===== config.mk =====
export PLATFORM = sky130hd
export DESIGN_NAME = multiplier2x2_divider_flat
export DESIGN_NICKNAME = d
export VERILOG_FILES = /design/src/rtl/multiplier2x2_divider_if.sv /design/src/rtl/multiplier2x2_divider.sv /design/src/flat_wrapper.sv
export SDC_FILE = /design/constraint.sdc
export NUM_CORES = 1
export LEC_CHECK = 0
export ABC_AREA = 1
export BUFFER_PORTS_ARGS = -buffer_cell sky130_fd_sc_hd__buf_2
export CAP_MARGIN = 20
export CORE_MARGIN = 2
export CORE_UTILIZATION = 57
export CTS_CLUSTER_DIAMETER = 150
export DETAILED_ROUTE_END_ITERATION = 8
export HOLD_SLACK_MARGIN = 0.05
export PLACE_DENSITY = 0.78
export SYNTH_ARGS = -nofsm -noshare
export SYNTH_HDL_FRONTEND = slang
export SYNTH_SLANG_ARGS = --single-unit

===== constraint.sdc =====
create_clock -name i_clk -period 2.28 [get_ports i_clk]
set_input_delay 0 -clock i_clk [delete_from_list [all_inputs] [get_ports i_clk]]
set_output_delay 0 -clock i_clk [all_outputs]
set_load 0.05 [all_outputs]

===== src/rtl/multiplier2x2_divider_if.sv =====
// Request/response bundle for the iterative divider: operands and start in,
// busy/done handshake and results out.
interface multiplier2x2_divider_if #(
  parameter int N = 2
);
  logic             i_start;
  logic [2*N-1:0]   i_dividend;
  logic [N-1:0]     i_divisor;
  logic             o_busy;
  logic             o_done;
  logic [2*N-1:0]   o_quotient;
  logic [N-1:0]     o_remainder;
  logic             o_overflow;
  logic             o_div_by_zero;

  modport slave (
    input  i_start, i_dividend, i_divisor,
    output o_busy, o_done, o_quotient, o_remainder, o_overflow, o_div_by_zero
  );

  modport master (
    output i_start, i_dividend, i_divisor,
    input  o_busy, o_done, o_quotient, o_remainder, o_overflow, o_div_by_zero
  );
endinterface


===== src/rtl/multiplier2x2_divider.sv =====
// Unsigned restoring divider: 2N-bit dividend by N-bit divisor, one quotient
// bit per clock, start/busy/done handshake and registered results.
module multiplier2x2_divider #(
  parameter int N = 2
) (
  input  logic                   i_clk,
  input  logic                   i_rst_n,
  multiplier2x2_divider_if.slave bus
);
  localparam int KW = (2 * N > 1) ? $clog2(2 * N) : 1;

  typedef enum logic [1:0] {
    S_IDLE = 2'd0,
    S_RUN  = 2'd1,
    S_DONE = 2'd2
  } state_t;

  state_t          r_state;
  logic [2*N-1:0]  r_q;
  logic [N-1:0]    r_d;
  logic [N:0]      r_r;
  logic [KW-1:0]   r_k;
  logic            r_zero;
  logic            r_busy;
  logic            r_done;
  logic            r_ovf;
  logic            r_dbz;
  logic [2*N-1:0]  r_quot;
  logic [N-1:0]    r_rem;

  logic [N:0]      w_r_shift;
  logic            w_ge;
  logic [N:0]      w_r_next;
  logic [2*N-1:0]  w_q_next;

  // One restoring step: bring in the next dividend bit, subtract if it fits.
  assign w_r_shift = {r_r[N-1:0], r_q[2*N-1]};
  assign w_ge      = (w_r_shift >= {1'b0, r_d});
  assign w_r_next  = w_ge ? (w_r_shift - {1'b0, r_d}) : w_r_shift;
  assign w_q_next  = {r_q[2*N-2:0], w_ge};

  always_ff @(posedge i_clk or negedge i_rst_n) begin
    if (!i_rst_n) begin
      r_state <= S_IDLE;
      r_q     <= '0;
      r_d     <= '0;
      r_r     <= '0;
      r_k     <= '0;
      r_zero  <= 1'b0;
      r_busy  <= 1'b0;
      r_done  <= 1'b0;
      r_ovf   <= 1'b0;
      r_dbz   <= 1'b0;
      r_quot  <= '0;
      r_rem   <= '0;
    end else begin
      r_done <= 1'b0;
      case (r_state)
        S_IDLE, S_DONE: begin
          if (bus.i_start) begin
            r_q     <= bus.i_dividend;
            r_d     <= bus.i_divisor;
            r_r     <= '0;
            r_k     <= KW'(2 * N - 1);
            r_zero  <= (bus.i_divisor == '0);
            r_busy  <= 1'b1;
            r_ovf   <= 1'b0;
            r_dbz   <= 1'b0;
            r_state <= S_RUN;
          end else begin
            r_state <= S_IDLE;
          end
        end
        S_RUN: begin
          // A zero divisor spends a single busy cycle, then reports saturated results.
          if (r_zero) begin
            r_quot  <= '1;
            r_rem   <= r_q[N-1:0];
            r_ovf   <= 1'b1;
            r_dbz   <= 1'b1;
            r_busy  <= 1'b0;
            r_done  <= 1'b1;
            r_state <= S_DONE;
          end else begin
            r_q <= w_q_next;
            r_r <= w_r_next;
            r_k <= r_k - 1'b1;
            if (r_k == '0) begin
              r_quot  <= w_q_next;
              r_rem   <= w_r_next[N-1:0];
              r_ovf   <= |w_q_next[2*N-1:N];
              r_busy  <= 1'b0;
              r_done  <= 1'b1;
              r_state <= S_DONE;
            end
          end
        end
        default: r_state <= S_IDLE;
      endcase
    end
  end

  assign bus.o_busy        = r_busy;
  assign bus.o_done        = r_done;
  assign bus.o_quotient    = r_quot;
  assign bus.o_remainder   = r_rem;
  assign bus.o_overflow    = r_ovf;
  assign bus.o_div_by_zero = r_dbz;
endmodule


===== src/flat_wrapper.sv =====
// flat-port wrapper written by rule: the top's interface ports become plain ports
module multiplier2x2_divider_flat 
#(
  parameter int N = 2
)
  (i_clk, i_rst_n, bus_i_start, bus_i_dividend, bus_i_divisor, bus_o_busy, bus_o_done, bus_o_quotient, bus_o_remainder, bus_o_overflow, bus_o_div_by_zero);
  multiplier2x2_divider_if #(.N(N)) bus_i ();
  input  logic i_clk;
  input  logic i_rst_n;
  input wire logic [$bits(bus_i.i_start)-1:0] bus_i_start;
  input wire logic [$bits(bus_i.i_dividend)-1:0] bus_i_dividend;
  input wire logic [$bits(bus_i.i_divisor)-1:0] bus_i_divisor;
  output wire logic [$bits(bus_i.o_busy)-1:0] bus_o_busy;
  output wire logic [$bits(bus_i.o_done)-1:0] bus_o_done;
  output wire logic [$bits(bus_i.o_quotient)-1:0] bus_o_quotient;
  output wire logic [$bits(bus_i.o_remainder)-1:0] bus_o_remainder;
  output wire logic [$bits(bus_i.o_overflow)-1:0] bus_o_overflow;
  output wire logic [$bits(bus_i.o_div_by_zero)-1:0] bus_o_div_by_zero;
  assign bus_i.i_start = bus_i_start;
  assign bus_i.i_dividend = bus_i_dividend;
  assign bus_i.i_divisor = bus_i_divisor;
  assign bus_o_busy = bus_i.o_busy;
  assign bus_o_done = bus_i.o_done;
  assign bus_o_quotient = bus_i.o_quotient;
  assign bus_o_remainder = bus_i.o_remainder;
  assign bus_o_overflow = bus_i.o_overflow;
  assign bus_o_div_by_zero = bus_i.o_div_by_zero;
  multiplier2x2_divider #(.N(N)) u_core (.i_clk(i_clk), .i_rst_n(i_rst_n), .bus(bus_i));
endmodule

# ---- Yosys cells after proc, flatten, opt, wreduce, memory -nomap -nowiden
# Cells that the tools add are included.
dict set report classes {
  muxes 31
  addsub 2
  eq_ne 6
  reduce_logical 12
  order_cmp 1
}
# op n
set ops {}
lappend ops {{2-to-1 mux 2 bit} 9}
lappend ops {{2-to-1 mux 4 bit} 4}
lappend ops {{case mux 2 bit (2 select lines)} 3}
lappend ops {{2-to-1 mux 1 bit} 11}
lappend ops {{AND reduction 3 bit} 3}
lappend ops {{case mux 4 bit (2 select lines)} 1}
lappend ops {{zero test 2 bit} 3}
lappend ops {{case mux 1 bit (2 select lines)} 3}
lappend ops {{!= test 2 bit, second input constant} 2}
lappend ops {{AND reduction 2 bit} 2}
lappend ops {{nonzero test 2 bit} 2}
lappend ops {{OR reduction 2 bit} 2}
lappend ops {{>= comparator 3 x 2 -> 1 bit} 1}
lappend ops {{!= test 3 x 1 -> 1 bit, second input constant} 1}
lappend ops {{== test 2 x 1 -> 1 bit, second input constant} 1}
lappend ops {{== test 2 bit, second input constant} 1}
lappend ops {{!= test 2 x 1 -> 1 bit, second input constant} 1}
lappend ops {{subtractor 2 x 1 -> 2 bit, second input constant} 1}
lappend ops {{subtractor 2 bit} 1}
dict set report totals {
  wordCells 64
  reg_bits 23
}

# ---- Longest topological paths before layout
# Gate-level depths: netlist of the first run.
dict set report logic_depth {
  ltp_word 4
  mapped_depth 10
  mapped_depth_nobuf 10
}

# ---- Least setup slack after synthesis of the first run
# OpenSTA, ideal clock, no wires.
dict set report synth_path {
  kind {register to register}
  start {register u_core.r_d[0]}
  end {register u_core.r_rem[0], in the netlist u_core.bus.o_remainder[0]}
  stages_incl_launch_ff 10
  setup_slack_ns 1.039
  t_arrival_ns 1.123
  required_ns 2.162
  period_less_slack_ns 1.241
  setup_time_ns 0.118
  path_cell_list {dfrtp_1 -> ha_1 -> inv_1 -> nand2_1 -> nand2_1 -> nand2_1 -> nand2_1 -> nand3_1 -> nand2_1 -> nand2_1}
}
dict set report synth_between {
  elab_chain_len 4
  elab_cells_between_ends 5
  classes_between {add/sub: 1; order compare: 1; mux: 3}
}
# element line
set synth_lines {}
lappend synth_lines {{start, declared} multiplier2x2_divider.sv:20} ;# logic [N-1:0] r_d;
lappend synth_lines {{start signal, assigned} multiplier2x2_divider.sv:62} ;# r_d <= bus.i_divisor;
lappend synth_lines {{>= comparator 3 x 2 -> 1 bit / subtractor 2 bit (equally long branches)} {multiplier2x2_divider.sv:38, multiplier2x2_divider.sv:39}}
lappend synth_lines {{2-to-1 mux 2 bit *} multiplier2x2_divider.sv:39} ;# assign w_r_next = w_ge ? (w_r_shift - {1'b0, r_d}) : w_r_shift;
lappend synth_lines {{2-to-1 mux 2 bit *} multiplier2x2_divider.sv:88} ;# if (r_k == '0) begin
lappend synth_lines {{2-to-1 mux 2 bit *} multiplier2x2_divider.sv:76} ;# if (r_zero) begin
lappend synth_lines {{end signal, assigned} multiplier2x2_divider.sv:78} ;# r_rem <= r_q[N-1:0];
lappend synth_lines {{end signal, assigned} multiplier2x2_divider.sv:90} ;# r_rem <= w_r_next[N-1:0];
lappend synth_lines {{end, declared} multiplier2x2_divider.sv:29} ;# logic [N-1:0] r_rem;
# Mark *: on every way between the ends. The rest lies on a longest branch, timed or not. The select of a mux whose other input is x is not followed.
# A chain may end at the register's enable or synchronous reset.

# ---- Worst setup path after layout of the first run
dict set report layout_path {
  start {register u_core.r_state[0]}
  end {register u_core.r_zero}
}
dict set report layout_between {
  elab_chain_len 3
  elab_cells_between_ends 4
  classes_between {eq/ne: 1; reduce/logical: 3}
}
# element line
set layout_lines {}
lappend layout_lines {{start, declared} multiplier2x2_divider.sv:18} ;# state_t r_state;
lappend layout_lines {{start signal, assigned} multiplier2x2_divider.sv:44} ;# r_state <= S_IDLE;
lappend layout_lines {{start signal, assigned} multiplier2x2_divider.sv:69} ;# r_state <= S_RUN;
lappend layout_lines {{start signal, assigned} multiplier2x2_divider.sv:71} ;# r_state <= S_IDLE;
lappend layout_lines {{== test 2 bit / zero test 2 bit (equally long branches)} multiplier2x2_divider.sv:58} ;# case (r_state)
lappend layout_lines {{OR reduction 2 bit *} multiplier2x2_divider.sv:58}
lappend layout_lines {{AND reduction 2 bit (no source line) *} -}
lappend layout_lines {{end signal, assigned} multiplier2x2_divider.sv:65} ;# r_zero <= (bus.i_divisor == '0);
lappend layout_lines {{end, declared} multiplier2x2_divider.sv:23} ;# logic r_zero;
# Mark *: on every way between the ends. The rest lies on a longest branch, timed or not.

==> run_results.csv, run 1 <==
group,metric,value,unit
worst_setup_path,crit_arrival,1.90,ns
floorplan,ios,19,
synth,synthTopCellsByArea,"dfrtp_1 55%, nand2_1 12%, o21ai_0 4.8%",
clock_network,post_cts.repair.setup_buffers,0,
clock_network,cts_buffers,3,
power_and_ir_drop,p_leak,0.707,nW
placed_design,hpwl,1480,µm
synth,synthMuxAreaShare,0,%
synth,synthAdderAreaFrac,3.56,%
outcome,status,"finished clean",
timing,maxSlewViolCount,0,
synth,synthArstFlopShare,100,%
floorplan,die_width,47.0,µm
synth,synth-simple-area-share,22.7,%
finish,final_cells,172,
timing,worst_pin_slew,0.497,ns
route,vias_per_cell,5.06,
synth,yosys.area_share.xor_xnor,0.831,%
clock_network,clock_tree.root_cell,"clkbuf_4",
synth,synth_top_area_share,54.6,%
power_and_ir_drop,ir_worst_vdd,1.06,mV
synth,yosys.cell_types.count,19,
floorplan,start_util,61.0,%
synth,synth_edf_count,0,
worst_setup_path,worstSetupPathType,"reg2reg",
route,wirelength,2020,µm
clock_network,cts_resized,0,
floorplan,dieArea,2210,µm²
timing,finalCriticalPeriod,1.64,ns
route,dr.pass1.iters,4,
synth,ys_ff_latch,23,
worst_setup_path,cp_num_buf_inv,2,
timing,setup_viol,0,
worst_setup_path,crit_chain,"inv_2 -> nand2_4 -> or2_2 -> o22ai_1 -> dlygate4sd3_1",
timing,layout_worst_path_cycle_share,72.0,%
finish,syn2layout_area_growth,22.7,%
route,wl_per_cell,11.7,µm
clock_network,cts_sinks,23,
synth,synth_ff_type,"dfrtp_1",
timing,hold_viol_final,0,
worst_setup_path,max_stage_delay,0.57,ns
synth,syn-num-nets,128,
global_routing,grt_use_total,22.1,%
synth,synth_most_common_cell,"nand2_1",
clock_network,clk_latency,0.31,ns
timing,hold_ws,0.169,ns
global_routing,grt_pass1_wl,3370,µm
worst_setup_path,slowest_stage,"dlygate4sd3_1",
synth,synth_cells,116,
worst_setup_path,reg2reg_slack,0.64,ns
worst_setup_path,cp.required,2.54,ns
global_routing,grt_pass1_vias,788,
placed_design,placedCellCount,159,
worst_setup_path,cp_top_family,"buffers and inverters",
clock_network,cts_htree_levels,1,
timing,fmax,609,MHz
worst_setup_path,end_kind,"register",
floorplan,die_h,47.0,µm
clock_network,cts_tree,"built",
power_and_ir_drop,p_per_area,1630,nW/µm²
timing,rsz0062_at_grt,"false",
finish,final_nets,160,
placed_design,gp_congestion,0.844,
synth,synth-compound-area-share,12.6,%
placed_design,port_buffers,18,
synth,synth_top_family_by_area,"simple AND/OR/NAND/NOR gates",
global_routing,antenna_found_initial,0,
route,antenna_left,0,
worst_setup_path,start_kind,"register",
global_routing,grt-ovfl-total,0,
finish,antenna_cells,0,
synth,ys_seq_area_share,54.6,%
route,drt_iter0_drc,23,
finish,final_layout_size_suffix_gt1_share,21.8,%
worst_setup_path,critPathMaxFanout,8,
job,maxCapViolCount,0,
timing,setup_tns,0,ns
route,post-route-drc-count,0,
floorplan,core_area,1730,µm²
min_path,hp-class,"in2async",
route,vias,870,
synth,avgSynthCellArea,9.08,µm²
timing,finClkSkew,0.00661,ns
clock_network,clock_path_buffers,2,
synth,ys.warnings.count,0,
synth,syn_area,1050,µm²
synth,yosys-top-cells-count,"35 x nand2_1, 23 x dfrtp_1, 12 x inv_1",
clock_network,clkTransAtPathRegs,0.12,ns
synth,yosysTopAreaCell,"dfrtp_1",
timing,maxSlewHeadroom,66.8,%
floorplan,std_cell_rows,15,
global_routing,grt_max_degree,24,
-- flip-flops by register name, summed over array words and instances (netlist names) --
register                  flops
u_core.r_k                    2
u_core.r_d                    2
u_core.r_q                    4
u_core.bus.o_overflow         1
u_core.bus.o_remainder        2
u_core.bus.o_div_by_zero      1
u_core.bus.o_done             1
u_core.bus.o_quotient         4
u_core.bus.o_busy             1
u_core.r_state                2
u_core.r_r                    2
u_core.r_zero                 1
-- routing by layer --
metal	vias up	share of wire, %	global-route usage (%)
met4	0	0.99	8.33
met2	37	49	36.7
met3	3	5.8	4.62
met5	-	0	0
li1	431	-	-
met1	399	44	28.6
-- worst reg2reg max path: stages, from the launching register on --
cell and delay [ns]:
dfrtp_1 0.39, inv_2 0.12, nand2_4 0.11, or2_2 0.30
o22ai_1 0.10, dlygate4sd3_1 0.57
-- through the flow --
stage	util, %	power (mW)	setup slack [ns]	instance area [µm²]
after floorplan	-	1.64	1.04	1050
after global placement	68.0	1.86	0.953	1170
after detailed placement	68.0	1.91	0.890	1170
after CTS	74.9	2.12	0.605	1290
after global routing	74.9	2.30	0.562	1290
final	74.9	2.11	0.639	1290
-- where the power goes --
part,switching (mW),internal (mW),total (mW)
registers,0.100,0.599,0.699
clock network,0.120,0.0656,0.185
logic,0.860,0.361,1.22
total,1.08,1.03,2.11
-- final timing paths --
| kind | from | to | cells after the start |
|---|---|---|---|
| max | u_core.r_state[0] | u_core.r_zero | 5 |
| min | i_rst_n | u_core.r_zero | 2 |
| max reg2reg | u_core.r_state[0] | u_core.r_zero | 5 |
| min reg2reg | u_core.bus.o_div_by_zero | u_core.bus.o_div_by_zero | 2 |
| max in group asynchronous | i_rst_n | u_core.bus.o_quotient[1] | 2 |
| min in group i_clk | bus_i_divisor[0] | u_core.r_d[0] | 4 |
-- cell usage in the layout (no fill, tap or decap), types with 3 or more instances in the layout --
cell type      synthesis  final
nand3_1                4      4
dfrtp_1               23     23
inv_1                 12     12
nor2_1                 6      6
nand2_4                3      3
inv_2                  4      4
a21oi_1                6      6
o21ai_0               10     10
nand2_1               35     35
clkbuf_4               0      3
dlygate4sd3_1          0      9
buf_2                  0     18
ha_1                   3      3
-- cell families (layout without fill, tap and decap cells) --
| logic type | Yosys count | count (layout) |
|---|---|---|
| flops | 23 | 23 |
| simple gates | 51 | 51 |
| compound gates | 22 | 22 |
| fa+ha+maj | 3 | 3 |
| buf+inv | 16 | 47 |
| xor+xnor | 1 | 1 |
-- timing repair --
item,in CTS,in global routing
hold buffers,9,0
endpoints found under the hold margin,32,0
endpoints found under the setup margin,0,0
-- area by class of cell --
cell class / count / area (µm²)
clock buffers: 3 / 22.5
clock inverters: 1 / 5.00
fillers: 136 / 434
inverters: 16 / 60.1
multi-input cells: 77 / 418
flip-flops and latches: 23 / 576
well taps: 25 / 31.3
repair buffers: 27 / 180
Power figures use the tool's default switching activity.
==> run 2: changes to the inputs <==
--- a/config.mk
+++ b/config.mk
@@ -5,15 +5,15 @@
 export SDC_FILE = /design/constraint.sdc
 export NUM_CORES = 1
 export LEC_CHECK = 0
-export ABC_AREA = 1
+export ABC_AREA = 0
 export BUFFER_PORTS_ARGS = -buffer_cell sky130_fd_sc_hd__buf_2
 export CAP_MARGIN = 20
 export CORE_MARGIN = 2
-export CORE_UTILIZATION = 57
+export CORE_UTILIZATION = 48
 export CTS_CLUSTER_DIAMETER = 150
 export DETAILED_ROUTE_END_ITERATION = 8
 export HOLD_SLACK_MARGIN = 0.05
-export PLACE_DENSITY = 0.78
+export PLACE_DENSITY = 0.7
 export SYNTH_ARGS = -nofsm -noshare
 export SYNTH_HDL_FRONTEND = slang
 export SYNTH_SLANG_ARGS = --single-unit
==> constraint.sdc (replaced) <==
create_clock -name i_clk -period 1.42 [get_ports i_clk]
set_input_delay 0 -clock i_clk [delete_from_list [all_inputs] [get_ports i_clk]]
set_output_delay 0 -clock i_clk [all_outputs]
set_load 0.05 [all_outputs]
==> run 2 against run 1 <==
  * The run now ends with negative setup slack left
  * Register-to-register slack worse by 0.70 ns
  * Routed wire length up 26%
  * Maximum frequency rose by 10%
  * Worst hold slack better by 0.0045 ns
==> run_results.csv, run 2 <==
group,metric,value,unit
outcome,status,"finished with violations",
outcome,failed_checks,"negative setup slack",
synth,synth_cells,107,
synth,avgSynthCellArea,10.2,µm²
route,post-route-drc-count,0,
timing,maxSlewViolCount,0,
timing,finalWorstSetupSlack,-0.0659,ns
timing,fmax,673,MHz
synth,synth_top_area_share,52.8,%
worst_setup_path,end_kind,"register",
timing,finalCriticalPeriod,1.49,ns
timing,worst_pin_slew,0.507,ns
synth,synthTopCellsByArea,"dfrtp_1 53%, a21oi_1 4.1%, ha_1 3.4%",
floorplan,die_h,51.7,µm
finish,syn2layout_area_growth,34.9,%
global_routing,grt_use_total,21.4,%
timing,hold_viol_final,0,
finish,antenna_cells,0,
timing,rsz0062_at_grt,"true",
clock_network,cts_htree_levels,1,
synth,syn-num-nets,119,
worst_setup_path,crit_arrival,1.68,ns
finish,final_nets,162,
floorplan,core_area,2170,µm²
route,wirelength,2540,µm
timing,hold_ws,0.173,ns
clock_network,clock_path_buffers,2,
synth,yosys.cell_types.count,31,
clock_network,cts_sinks,23,
synth,syn_area,1090,µm²
timing,maxSlewHeadroom,66.2,%
route,vias_per_cell,5.46,
clock_network,clk_latency,0.31,ns
clock_network,clock_tree.root_cell,"clkbuf_4",
route,dr.pass1.iters,4,
global_routing,antenna_found_initial,0,
synth,synth_most_common_cell,"dfrtp_1",
finish,final_common_cell,"dfrtp_1",
clock_network,clkTransAtPathRegs,0.12,ns
route,vias,967,
synth,ys_ff_latch,23,
synth,yosys-top-cells-count,"23 x dfrtp_1, 9 x a21oi_1, 9 x nand2_1",
min_path,hp-class,"in2async",
finish,final_cell_mix,"23 x dfrtp_1, 18 x buf_2, 17 x buf_4, 9 x nand2_1, 9 x a21oi_1",
floorplan,die_width,51.7,µm
synth,synthArstFlopShare,100,%
synth,synth_ff_type,"dfrtp_1",
global_routing,grt_pass1_wl,4110,µm
floorplan,dieArea,2670,µm²
worst_setup_path,worstSetupPathType,"reg2reg",
timing,layout_worst_path_cycle_share,105,%
finish,final_cells,177,
placed_design,port_buffers,18,
global_routing,grt-ovfl-total,0,
synth,ys.warnings.count,0,
job,maxCapViolCount,0,
finish,fill_cells,177,
placed_design,hpwl,1650,µm
worst_setup_path,start_kind,"register",
clock_network,cts_buffers,3,
timing,finClkSkew,0.00282,ns
timing,setup_viol,1,
placed_design,placedCellCount,161,
global_routing,grt_max_degree,24,
clock_network,cts_tree,"built",
floorplan,start_util,50.2,%
worst_setup_path,critPathMaxFanout,3,
global_routing,grt_pass1_vias,899,
floorplan,std_cell_rows,17,
placed_design,gp_congestion,0.972,
synth,yosysTopAreaCell,"dfrtp_1",
synth,ys_seq_area_share,52.8,%
finish,final_layout_size_suffix_gt1_share,35.6,%
placed_design,dpl_worst_slack,-0.0610,ns
route,drt_iter0_drc,36,
floorplan,ios,19,
worst_setup_path,cp.required,1.62,ns
route,antenna_left,0,
synth,synth_edf_count,0,
route,wl_per_cell,14.4,µm
[run 2: changes by cell type in the layout (fill, tap and decap cells not counted), sizes merged, moves of 2 or more]
cell / previous run / this run
a21oi: 6 / 9
a31oi: 0 / 4
o31ai: 0 / 2
o22a: 0 / 2
mux2: 0 / 2
or2: 1 / 3
buf: 18 / 35
nand2b: 0 / 5
o21ai: 11 / 9
nand2: 38 / 9
inv: 16 / 6
nor2b: 0 / 3
[run 2: cell families after synthesis]
| group | Yosys count | synth area share (%) |
|---|---|---|
| buffers and inverters | 11 | 5.40 |
| AND/OR/NAND/NOR | 32 | 14.8 |
| AO/OA/AOI/OAI | 36 | 21.5 |
| adder cells (fa/ha/maj) | 3 | 3.44 |
| multiplexers | 2 | 2.07 |
| flip-flops | 23 | 52.8 |
[run 2: worst paths after layout]
check	depth (start not counted)	from	slack [ns]	end
setup / recovery	5	u_core.r_q[3]	-0.07	u_core.bus.o_remainder[1]
hold / removal	2	i_rst_n	0.17	u_core.r_q[3]
setup reg to reg	5	u_core.r_q[3]	-0.07	u_core.bus.o_remainder[1]
hold reg to reg	1	u_core.bus.o_quotient[3]	0.52	u_core.bus.o_quotient[3]
max in group asynchronous	2	i_rst_n	0.90	u_core.bus.o_quotient[3]
min in group i_clk	3	bus_i_start	0.41	u_core.bus.o_div_by_zero
[run 2: cell type report]
type	count	area, µm²	area share, %
flip-flops and latches	23	576	39.1
multi-input cells	73	513	34.9
repair buffers	43	298	20.3
clock buffers	4	26.3	1.79
inverters	6	22.5	1.53
well taps	28	35.0	2.38
[run 2: what timing repair did]
item                       CTS  global route
hold buffers                 8             0
gates resized for setup      5             4
setup endpoints to repair    3             4
cloned                       0             0
pin swaps                    3             5
buffers inserted             1             3
hold endpoints to repair    31             0
[run 2: per-stage QoR]
step | instance area, µm² | setup TNS [ns] | util, %
4_1_cts | 1420 | -0.0109 | 65.5
6_report | 1470 | -0.0659 | 67.8
2_1_floorplan | 1090 | 0 | -
5_1_grt | 1470 | -0.245 | 67.8
3_3_place_gp | 1280 | -0.0223 | 58.8
3_5_place_dp | 1280 | -0.109 | 58.8
[run 2: routing by layer]
| layer | share of wire [%] | vias to the layer above | GRT usage, % |
|---|---|---|---|
| li1 | - | 466 | - |
| met1 | 44 | 465 | 27.5 |
| met2 | 50 | 30 | 34.2 |
| met3 | 4.4 | 6 | 4.02 |
| met4 | 2.3 | 0 | 11.4 |
| met5 | 0 | - | 0 |
[run 2: worst max-delay path, cell delays in order, from the launching register on]
cell       delay, ns
dfrtp_1         0.41
inv_2           0.08
ha_4            0.21
a2111o_1        0.45
o2111ai_2       0.11
a31oi_1         0.11
Power of run 2 is left out: the tool's default activity adds up to more than one toggle a clock period on the data nets, which glitch-free logic cannot reach.
==> run 3: changes to the inputs <==
--- a/config.mk
+++ b/config.mk
@@ -14,6 +14,7 @@
 export DETAILED_ROUTE_END_ITERATION = 8
 export HOLD_SLACK_MARGIN = 0.05
 export PLACE_DENSITY = 0.7
+export SETUP_SLACK_MARGIN = 0.4
 export SYNTH_ARGS = -nofsm -noshare
 export SYNTH_HDL_FRONTEND = slang
 export SYNTH_SLANG_ARGS = --single-unit
==> run 3 against run 2 <==
  * The run still ends with negative setup slack left
  * Worst hold slack lost 0.0020 ns
  * Flip-flop and latch count is the same
  * Routed wire length grew 19%
  * Critical path depth is the same
  * Maximum frequency grew 0.46%
  * Clock-buffer cell count shrank 1
  * Non-clock buffer count grew 12
  * Critical endpoint unchanged
  * Highest routed layer unchanged
==> run_results.csv, run 3 (synthesis results as in run 2) <==
group,metric,value,unit
finish,final_layout_size_suffix_gt1_share,57.8,%
clock_network,cts_htree_levels,1,
timing,maxSlewViolCount,0,
placed_design,port_buffers,18,
clock_network,clk_latency,0.32,ns
timing,hold_ws,0.171,ns
route,vias,1016,
worst_setup_path,worstSetupPathType,"reg2reg",
floorplan,ios,19,
worst_setup_path,critical_path.startpoint,"u_core.r_q[3]",
floorplan,dieArea,2670,µm²
global_routing,gr-usage-met3,3.16,%
floorplan,die_width,51.7,µm
global_routing,met2_usage,41.0,%
finish,antenna_cells,0,
route,wl_per_cell,16.0,µm
worst_setup_path,end_kind,"register",
global_routing,busiest_layer,"met2",
global_routing,antenna_found_initial,0,
worst_setup_path,reg2reg_from,"u_core.r_q[3]",
route,post-route-drc-count,0,
route,dr.pass1.iters,4,
placed_design,gp_congestion,0.782,
placed_design,hpwl,1680,µm
global_routing,grt-ovfl-total,0,
global_routing,grt_max_degree,24,
route,antenna_left,0,
clock_network,clkTransAtPathRegs,0.13,ns
floorplan,core_area,2170,µm²
global_routing,met1_usage,26.8,%
floorplan,std_cell_rows,17,
placed_design,placed_area,1310,µm²
route,drt_iter0_drc,18,
outcome,status,"finished with violations",
floorplan,die_h,51.7,µm
worst_setup_path,endpoint,"u_core.bus.o_remainder[1]",
min_path,hp-class,"in2async",
job,maxCapViolCount,0,
timing,hold_viol_final,0,
worst_setup_path,rr_worst_depth,5,
clock_network,cts_tree,"built",
finish,final_nets,174,
worst_setup_path,crit_arrival,1.69,ns
finish,final_cell_mix,"23 x dfrtp_1, 19 x buf_4, 17 x buf_2, 10 x buf_6, 8 x dlygate4sd3_1",
timing,finalCriticalPeriod,1.48,ns
timing,maxSlewHeadroom,65.2,%
worst_setup_path,cp.required,1.63,ns
clock_network,cts_buffers,3,
timing,setup_viol,2,
route,vias_per_cell,5.38,
finish,final_common_cell,"dfrtp_1",
finish,postLayoutCellArea,1750,µm²
outcome,failed_checks,"negative setup slack",
worst_setup_path,critPathMaxFanout,3,
worst_setup_path,reg2reg_slack,-0.06,ns
clock_network,clock_path_buffers,2,
global_routing,grt_pass1_vias,1011,
worst_setup_path,r2r-end,"u_core.bus.o_remainder[1]",
global_routing,grt_pass1_wl,4420,µm
route,wirelength,3020,µm
timing,finalWorstSetupSlack,-0.0591,ns
timing,setup_tns,-0.104,ns
timing,rsz0062_at_grt,"true",
clock_network,cts_sinks,23,
timing,finClkSkew,0.00879,ns
worst_setup_path,start_kind,"register",
finish,syn2layout_area_growth,60.3,%
timing,layout_worst_path_cycle_share,104,%
timing,worst_pin_slew,0.522,ns
placed_design,dpl_worst_slack,0.0200,ns
timing,fmax,676,MHz
floorplan,start_util,50.2,%
global_routing,grt_use_total,22.7,%
clock_network,clock_tree.root_cell,"clkbuf_4",
-- run 3: changes by cell type in the layout (fill, tap and decap cells not counted), moves of 3 or more --
cell | previous run | this run
or2_4 | 0 | 3
o21ai_2 | 0 | 4
buf_6 | 0 | 10
a21oi_1 | 9 | 2
inv_1 | 4 | 1
or2_2 | 3 | 0
o21ai_0 | 7 | 0
a21oi_2 | 0 | 6
-- run 3: worst min-delay path by stage --
| stage | start | endpoint | slack, ns | depth (start not counted) |
|---|---|---|---|---|
| final | i_rst_n | u_core.r_state[1] | 0.17 | 2 |
| after global routing | i_rst_n | u_core.bus.o_done | 0.21 | 2 |
| after CTS | i_rst_n | u_core.bus.o_done | 0.18 | 2 |
| after detailed placement | i_rst_n | u_core.bus.o_done | -0.003 | 1 |
| after global placement | i_rst_n | u_core.bus.o_done | -0.008 | 1 |
| after floorplan | i_rst_n | u_core.bus.o_busy | -0.30 | 0 |
-- run 3: worst max-delay path: stages (launching register included) --
cell and delay, ns:
dfrtp_1 0.43, inv_2 0.09, ha_4 0.22, a2111o_1 0.44, o2111ai_2 0.09, a31oi_1 0.10
-- run 3: metrics by stage --
stage               util, %  instances
floorplan                 -        107
global placement       60.5        156
detailed placement     60.5        156
CTS                    74.2        182
global route           80.5        189
finish                 80.5        189
-- run 3: cell type report --
class,instances,area (µm²)
clock buffers,3,22.5
clock inverters,1,5.00
repair buffers,55,435
inverters,6,26.3
fillers,125,423
multi-input cells,73,647
well taps,28,35.0
flip-flops and latches,23,576
-- run 3: repair_timing --
| action | in CTS | in global routing |
|---|---|---|
| hold buffers | 8 | 0 |
| hold endpoints to repair | 31 | 0 |
| pin swaps | 13 | 6 |
| resized for setup | 27 | 24 |
| buffers inserted | 13 | 7 |
| endpoints found under the setup margin | 19 | 22 |
| gates cloned | 1 | 0 |
-- run 3: routing by layer --
metal  routed length, µm  up-vias
met4                  56        0
met3                 101        6
met1                1290      491
met5                   0        -
met2                1580       30
li1                    -      489
Power of run 3 is left out for the same reason.
